[src/rtl/mem_store_buffer_lsu.sv]
// Memory stage with a posted store buffer, store-to-load forwarding
// and IO loads ordered behind buffered stores.
module mem_store_buffer_lsu #(
  parameter int          SB_DEPTH = 4,
  parameter logic [31:0] IO_BASE  = 32'h30000
) (
  input  logic        clk_in,
  input  logic        rst_in,
  input  logic        rdy_in,
  input  logic [3:0]  cmdtype,
  input  logic [4:0]  input_rd_addr,
  input  logic [31:0] input_rd_data,
  input  logic        write_or_not,
  input  logic [31:0] mem_addr,
  input  logic [31:0] storedata_in,
  output logic [4:0]  out_rd_addr,
  output logic [31:0] out_rd_data,
  output logic        out_write_or_not,
  output logic        stall_from_mem,
  output logic        sb_empty,
  input  logic        mem_load_done,
  input  logic [1:0]  mem_ctrl_busy_state,
  input  logic [31:0] mem_ctrl_read_in,
  output logic        read_mem,
  output logic        write_mem,
  output logic [31:0] mem_addr_to_read,
  output logic [31:0] mem_data_to_write,
  output logic [2:0]  data_len
);
  localparam int PW = $clog2(SB_DEPTH);

  localparam logic [3:0] C_LB  = 4'd1;
  localparam logic [3:0] C_LH  = 4'd2;
  localparam logic [3:0] C_LW  = 4'd3;
  localparam logic [3:0] C_LBU = 4'd4;
  localparam logic [3:0] C_LHU = 4'd5;
  localparam logic [3:0] C_SB  = 4'd6;
  localparam logic [3:0] C_SH  = 4'd7;
  localparam logic [3:0] C_SW  = 4'd8;

  typedef enum logic [1:0] {IDLE, LOAD_WAIT, STORE_WAIT} state_t;

  state_t      state;
  logic [31:0] sb_addr [SB_DEPTH];
  logic [31:0] sb_data [SB_DEPTH];
  logic [2:0]  sb_size [SB_DEPTH];
  logic [PW-1:0] head, tail, idx;
  logic [PW:0] count;
  logic        load_valid;
  logic [31:0] result;
  logic [3:0]  ld_cmd;

  logic        is_load, is_store, io, busy;
  logic [2:0]  ld_size, st_size;
  logic [32:0] ld_lo, ld_hi, e_lo, e_hi;
  logic        hit, fwd_ok, can_fwd, blocked;
  logic [31:0] fwd_data;
  logic        want_issue, load_go, drain_go, push, pop;

  function automatic logic [31:0] ext(input logic [3:0] c,
                                      input logic [31:0] d);
    case (c)
      C_LB:    return {{24{d[7]}}, d[7:0]};
      C_LH:    return {{16{d[15]}}, d[15:0]};
      C_LBU:   return {24'd0, d[7:0]};
      C_LHU:   return {16'd0, d[15:0]};
      default: return d;
    endcase
  endfunction

  assign sb_empty = (count == '0);
  assign busy     = mem_ctrl_busy_state[1];
  assign is_load  = cmdtype inside {C_LB, C_LH, C_LW, C_LBU, C_LHU};
  assign is_store = cmdtype inside {C_SB, C_SH, C_SW};
  assign io       = mem_addr >= IO_BASE;

  always_comb begin
    ld_size = 3'd4;
    if (cmdtype inside {C_LB, C_LBU}) ld_size = 3'd1;
    if (cmdtype inside {C_LH, C_LHU}) ld_size = 3'd2;
    st_size = 3'd4;
    if (cmdtype == C_SB) st_size = 3'd1;
    if (cmdtype == C_SH) st_size = 3'd2;
  end

  // Oldest to youngest, so the youngest overlapping entry decides.
  always_comb begin
    hit      = 1'b0;
    fwd_ok   = 1'b0;
    fwd_data = '0;
    idx      = '0;
    e_lo     = '0;
    e_hi     = '0;
    ld_lo    = {1'b0, mem_addr};
    ld_hi    = ld_lo + 33'(ld_size);
    for (int i = 0; i < SB_DEPTH; i++) begin
      idx = head + PW'(i);
      if ((PW+1)'(i) < count) begin
        e_lo = {1'b0, sb_addr[idx]};
        e_hi = e_lo + 33'(sb_size[idx]);
        if (e_lo < ld_hi && ld_lo < e_hi) begin
          hit      = 1'b1;
          fwd_ok   = (sb_addr[idx] == mem_addr) &&
                     (sb_size[idx] >= ld_size);
          fwd_data = sb_data[idx];
        end
      end
    end
  end

  assign can_fwd    = !io && hit && fwd_ok;
  assign blocked    = io ? !sb_empty : (hit && !fwd_ok);
  assign want_issue = is_load && !load_valid && !blocked && !can_fwd;
  assign load_go    = want_issue && state == IDLE && !busy;
  assign drain_go   = state == IDLE && !sb_empty && !busy && !want_issue;
  assign push       = is_store && count < (PW+1)'(SB_DEPTH);
  assign pop        = state == STORE_WAIT && mem_load_done;

  always_comb begin
    out_rd_addr      = input_rd_addr;
    out_rd_data      = input_rd_data;
    out_write_or_not = write_or_not;
    stall_from_mem   = 1'b0;
    if (rst_in) begin
      out_rd_addr      = '0;
      out_rd_data      = '0;
      out_write_or_not = 1'b0;
    end else if (!rdy_in) begin
      stall_from_mem = 1'b1;
    end else if (is_store) begin
      stall_from_mem = !push;
    end else if (is_load) begin
      if (load_valid)
        out_rd_data = result;
      else if (can_fwd && state == IDLE)
        out_rd_data = ext(cmdtype, fwd_data);
      else
        stall_from_mem = 1'b1;
    end
  end

  always_ff @(posedge clk_in) begin
    if (rst_in) begin
      state             <= IDLE;
      head              <= '0;
      tail              <= '0;
      count             <= '0;
      load_valid        <= 1'b0;
      result            <= '0;
      ld_cmd            <= '0;
      read_mem          <= 1'b0;
      write_mem         <= 1'b0;
      mem_addr_to_read  <= '0;
      mem_data_to_write <= '0;
      data_len          <= '0;
    end else if (rdy_in) begin
      if (push) begin
        sb_addr[tail] <= mem_addr;
        sb_data[tail] <= storedata_in;
        sb_size[tail] <= st_size;
        tail          <= tail + 1'b1;
      end
      if (pop) head <= head + 1'b1;
      count      <= count + (PW+1)'(push) - (PW+1)'(pop);
      load_valid <= 1'b0;
      unique case (state)
        IDLE: begin
          if (load_go) begin
            read_mem         <= 1'b1;
            mem_addr_to_read <= mem_addr;
            data_len         <= ld_size;
            ld_cmd           <= cmdtype;
            state            <= LOAD_WAIT;
          end else if (drain_go) begin
            write_mem         <= 1'b1;
            mem_addr_to_read  <= sb_addr[head];
            mem_data_to_write <= sb_data[head];
            data_len          <= sb_size[head] - 3'd1;
            state             <= STORE_WAIT;
          end
        end
        LOAD_WAIT: begin
          if (mem_load_done) begin
            result     <= ext(ld_cmd, mem_ctrl_read_in);
            load_valid <= 1'b1;
            read_mem   <= 1'b0;
            state      <= IDLE;
          end
        end
        STORE_WAIT: begin
          if (mem_load_done) begin
            write_mem <= 1'b0;
            state     <= IDLE;
          end
        end
        default: state <= IDLE;
      endcase
    end
  end
endmodule

[config.mk]
export PLATFORM = sky130hd
export DESIGN_NAME = mem_store_buffer_lsu
export DESIGN_NICKNAME = d
export VERILOG_FILES = /design/src/rtl/mem_store_buffer_lsu.sv
export SDC_FILE = /design/constraint.sdc
export NUM_CORES = 1
export LEC_CHECK = 0
export ABC_CLOCK_PERIOD_IN_PS = 15120
export CAP_MARGIN = 25
export CORE_ASPECT_RATIO = 0.8
export CORE_MARGIN = 2
export CORE_UTILIZATION = 40
export DETAILED_ROUTE_END_ITERATION = 16
export GPL_ROUTABILITY_DRIVEN = 0
export SLEW_MARGIN = 15
export SYNTH_ARGS = -nofsm -noshare
export SYNTH_HDL_FRONTEND = slang
export SYNTH_SLANG_ARGS = --single-unit
[constraint.sdc]
create_clock -name clk_in -period 15.12 [get_ports clk_in]
set_input_delay 1.512 -clock clk_in [delete_from_list [all_inputs] [get_ports clk_in]]
set_output_delay 1.512 -clock clk_in [all_outputs]
set_load 0.01 [all_outputs]
==> results of run 1 <==
cells by family (layout without fill, tap and decap cells):
logic type | Yosys count | count (layout)
and+or+nand+nor | 794 | 794
AOI/OAI and AO/OA | 719 | 719
DFF | 385 | 385
muxes | 333 | 333
adders and majority gates | 292 | 292
xor gates and xnor gates | 282 | 282
buffers and inverters | 278 | 470
other | 0 | 5
power breakdown:
| group | total (µW) | internal (µW) | switching [µW] |
|---|---|---|---|
| combinational | 613 | 255 | 358 |
| sequential | 1170 | 1150 | 20.0 |
| clock | 1080 | 622 | 460 |
path summary, 6_finish.rpt:
path	from	to	slack, ns	cells after the start
setup / recovery	cmdtype[2]	out_rd_data[12]	2.02	26
hold / removal	result[1]	result[1]	0.46	2
setup reg to reg	head[1]	mem_addr_to_read[15]	5.37	27
hold reg to reg	result[1]	result[1]	0.46	2
cell type report:
type	count	area, µm²
Clock buffer	62	1260
Timing Repair Buffer	312	3010
Antenna cell	5	12.5
Sequential cell	385	10400
Clock inverter	18	183
Inverter	78	293
Multi-Input combinational cell	2420	20500
Tap cell	1045	1310
Fill cell	7474	43200
worst max-delay path: cells and delay by family:
| family | cells | cell delay (ns) |
|---|---|---|
| xor+xnor | 1 | 0.36 |
| simple gates | 12 | 3.30 |
| fa+ha+maj | 1 | 0.22 |
| buf+inv | 4 | 2.51 |
| compound gates | 8 | 3.61 |
layer usage:
layer  vias up  share of wire (%)  track usage [%]
met5         -               0.11            0.627
met4         8                2.3             7.23
met3       159                 11             7.73
met2      1434                 43             38.6
met1     13200                 44             38.1
li1      12200                  -                -
layout by cell type, fill, tap and decap left out, types with 14 or more instances in the layout:
cell type / count
ha_1: 284
nand2_1: 282
edfxtp_1: 268
clkdlybuf4s50_1: 250
a21oi_1: 218
mux4_2: 183
nor2_1: 159
xnor2_1: 146
xor2_1: 136
o21ai_0: 132
dfxtp_1: 113
mux2i_1: 97
inv_1: 76
nand4_1: 68
nand3_1: 66
buf_4: 58
o31ai_1: 55
mux2_2: 50
clkbuf_16: 46
a211oi_1: 43
nor3_1: 41
nor4_1: 35
a21o_1: 33
a221oi_1: 25
o211ai_1: 25
a22oi_1: 24
and3_1: 24
o22ai_1: 24
nor2b_1: 21
a31oi_1: 20
and4_1: 17
a22o_1: 17
and2_1: 14
nand2b_1: 14
sequential cells by signal (all words and copies together) (netlist names), 2 cells and up, named ones only:
register / cells
head: 2
sb_data: 128
tail: 2
sb_addr: 128
result: 32
count: 3
state: 2
data_len: 3
mem_addr_to_read: 32
ld_cmd: 4
mem_data_to_write: 32
sb_size: 12
metrics by stage:
stage	std cells	power (µW)	hold WS, ns	area [µm²]	worst slack (ns)
finish	4325	2860	0.457	37000	2.02
global route	4324	2970	0.471	37000	1.55
CTS	4320	2870	0.457	37000	2.48
detailed placement	4240	1790	0.448	35600	2.51
global placement	4237	1780	0.443	35500	2.57
floorplan	3083	1550	0.432	32200	5.64
==> impl_metrics.yaml, run 1 <==
routing:
  wire_per_inst_um: 26.0
  drt_iter0_markers: 3044
  first_pass_iters: 6
  viasPerCell: 6.25
  routed_wl_mm: 112
  drc: 0
  drtAntennaViolNets: 0
  routed-via-count: 27000
run_status:
  status: "completed"
die:
  die_h_um: 258
  ios: 253
  die-area_um2: 82900
  initial_core_util_pct: 40.2
  rows: 93
  die_x_um: 321
  coreArea_um2: 80200
layout:
  drive_above_1_share_pct: 12.9
  post-route-util_pct: 46.2
  num-nets-final: 3674
  syn_to_final_growth_pct: 14.8
clock_network:
  post_cts_buffers: 0
  numCtsBuffers: 43
  ctsLongestPathBuffers: 3
  cts-resized-gates: 0
  clock_latency_ns: 0.61
  clk_pin_slew_ns: 0.06
  htreeDepth: 2
  cts_tree: "done"
  root_buffer: "clkbuf_16"
  cts.sinks: 385
  cts_hold_buf: 0
timing:
  period_minus_slack_ns: 13.10
  max_freq_ghz: 0.0764
  finClkSkew_ns: 0.0261
  hold_viol_final: 0
  rsz0062_at_grt: "no"
  max_slew_margin_pct: 30.2
  finalMaxSlewViolations: 0
  max_slew.worst_pin.slew_ns: 1.04
  setup_viol: 0
  tns_ns: 0
  min_period_over_period_pct: 86.6
synth:
  synthXorXnorAreaFrac_pct: 7.66
  syn_area_per_cell_um2: 10.5
  synth_largest_area_cell: "edfxtp_1"
  syn_inst: 3083
  yosys.area.top_type_share_pct: 25.0
  synth.most_common_cell: "ha_1"
  synth_top_family_by_area: "multiplexers"
  synth-async-reset-ratio_pct: 0
  ys_warn_count: 0
  ys_ff_latch: 385
  synth_flop_cell: "edfxtp_1"
  yosysUniqueCellTypes: 105
  synth_area_um2: 32200
  synth_edf_count: 268
  yosysSeqAreaShare_pct: 32.2
  netlist_top_cells_count: "ha_1 (284), nand2_1 (282), edfxtp_1 (268)"
  synth_compound_area_share_pct: 14.7
  synth_mux_area_share_pct: 17.7
  synthAdderAreaFrac_pct: 11.5
  synth_area_leaders: "edfxtp_1 (25%), mux4_2 (13%), ha_1 (11%)"
  synth-simple-area-share_pct: 12.1
  syn-num-nets: 3517
critical_path:
  cp_max_fo: 34
  slowest_stage: "o211ai_4"
  endpoint_kind: "output pin"
  crit_type: "input pin to output pin"
  cp-start-kind: "input pin"
  arrival_ns: 11.58
  worstPathRequired_ns: 13.61
  cpPeakStageDelay_ns: 0.86
global_route:
  grt_start_max_net_pins: 160
  grt_use_total_pct: 26.5
  grt_pass1_wl_mm: 166
  gr-total-overflow: 0
  antenna_found_initial: 9
  grt_pass1_vias: 25200
placement:
  port-buffer-count: 251
  dp_hpwl_mm: 79.8
pwr:
  power_density_nw_per_um2: 77.3
  ir_worst_vdd_v: 0.0000798
  p_leak_uw: 0.0128
run:
  cap_violations: 0
hold_path:
  min_path_type: "flip-flop to flip-flop"
Power figures use the tool's default switching activity.
==> run 2, diff against run 1 <==
--- a/config.mk
+++ b/config.mk
@@ -10,6 +10,7 @@
 export CORE_ASPECT_RATIO = 0.8
 export CORE_MARGIN = 2
 export CORE_UTILIZATION = 40
+export CTS_CLUSTER_SIZE = 12
 export DETAILED_ROUTE_END_ITERATION = 16
 export GPL_ROUTABILITY_DRIVEN = 0
 export SLEW_MARGIN = 15
==> impl_metrics.yaml, run 2 (synthesized netlist as in run 1, its figures left out) <==
routing:
  routed-via-count: 27100
  top_layer_used: "met5"
  drt_iter0_markers: 2999
  route.met2.wl_mm: 47.6
  wl_met1_mm: 49.0
  wire_per_inst_um: 26.0
  drc: 0
  routed_wl_mm: 112
  first_pass_iters: 5
  drtAntennaViolNets: 0
  met3_length_mm: 12.8
  viasPerCell: 6.27
timing:
  finClkSkew_ns: 0.0262
  holdWs_ns: 0.458
  min_period_over_period_pct: 87.6
  rsz0062_at_grt: "no"
  max_freq_ghz: 0.0755
  tns_ns: 0
  period_minus_slack_ns: 13.24
  hold_viol_final: 0
  max_slew_margin_pct: 29.4
  setup_viol: 0
  max_slew.worst_pin.slew_ns: 1.05
  finalMaxSlewViolations: 0
placement:
  placed_cells: 4240
  port-buffer-count: 251
  dp_hpwl_mm: 79.8
layout:
  post-route-util_pct: 46.1
  final.fill_count: 7493
  final_common_cell: "ha_1"
  regArea_um2: 10400
  num-nets-final: 3674
  syn_to_final_growth_pct: 14.6
  multi_input_area_um2: 20500
  largestRegisters: "sb_addr (128), sb_data (128)"
  mostFrequentLayoutCells: "ha_1 (284), nand2_1 (282), edfxtp_1 (268), clkdlybuf4s50_1 (250), a21oi_1 (218)"
  drive_above_1_share_pct: 12.8
  fin_cells: 4325
critical_path:
  arrival_ns: 11.73
  cp-start-kind: "input pin"
  worstPathRequired_ns: 13.61
  cp_top_family: "compound AO/OA/AOI/OAI gates"
  slowest_stage: "o211ai_4"
  crit_buf_inv: 4
  crit_type: "input pin to output pin"
  cp_max_fo: 34
  r2r_slack_ns: 5.29
  endpoint_kind: "output pin"
  cpPeakStageDelay_ns: 0.87
pwr:
  ir_worst_vdd_v: 0.0000770
  p_leak_uw: 0.0127
  power.total_uw: 2830
  power_density_nw_per_um2: 76.7
global_route:
  antenna_found_initial: 9
  grt_pass1_vias: 25200
  grt_pass1_wl_mm: 166
  grt_use_total_pct: 26.5
  grt_start_max_net_pins: 160
  gr-total-overflow: 0
clock_network:
  cts-resized-gates: 0
  numCtsBuffers: 43
  ctsLongestPathBuffers: 3
  clk_pin_slew_ns: 0.06
  htreeDepth: 2
  root_buffer: "clkbuf_16"
  cts.sinks: 385
  cts_hold_buf: 0
  post_cts_buffers: 0
  cts_tree: "done"
  clock_latency_ns: 0.61
hold_path:
  min_path_type: "flip-flop to flip-flop"
run_status:
  status: "completed"
die:
  die_h_um: 258
  rows: 93
  coreArea_um2: 80200
  die_x_um: 321
  die-area_um2: 82900
  ios: 253
  initial_core_util_pct: 40.2
run:
  cap_violations: 0
[run 2: worst min-delay path, cell delays in order (launching register included)]
cell	delay, ns
dfxtp_1	0.31
nand2_1	0.05
a21oi_1	0.05
[run 2: per-layer routing]
layer  GRT usage (%)  up-vias
met5           0.627        -
met1            38.2    13300
met2            38.3     1476
li1                -    12200
met4            7.41        8
met3            7.88      176
[run 2: layout make-up]
cell class | count | share of cell area (%)
Sequential cell | 385 | 28.2
Antenna cell | 5 | 0.0339
Timing Repair Buffer | 312 | 8.15
Tap cell | 1045 | 3.54
Multi-Input combinational cell | 2420 | 55.6
Clock buffer | 62 | 3.25
Inverter | 78 | 0.792
Clock inverter | 18 | 0.477
[run 2: power by group]
part	internal, µW	switching, µW
Sequential	1150	20.0
Combinational	255	359
Clock	593	460
Total	1990	839
[run 2: path summary, 6_finish.rpt]
| kind | startpoint | cells after the start | to |
|---|---|---|---|
| hold / removal | mem_data_to_write[3] | 2 | mem_data_to_write[3] |
| setup reg to reg | head[1] | 27 | mem_addr_to_read[15] |
| setup / recovery | cmdtype[0] | 26 | out_rd_data[6] |
| hold reg to reg | mem_data_to_write[3] | 2 | mem_data_to_write[3] |
[run 2: stage by stage]
| step | area [µm²] | setup slack (ns) |
|---|---|---|
| floorplan | 32200 | 5.64 |
| global placement | 35500 | 2.57 |
| detailed placement | 35600 | 2.51 |
| CTS | 36900 | 2.48 |
| global route | 36900 | 1.55 |
| finish | 36900 | 1.88 |
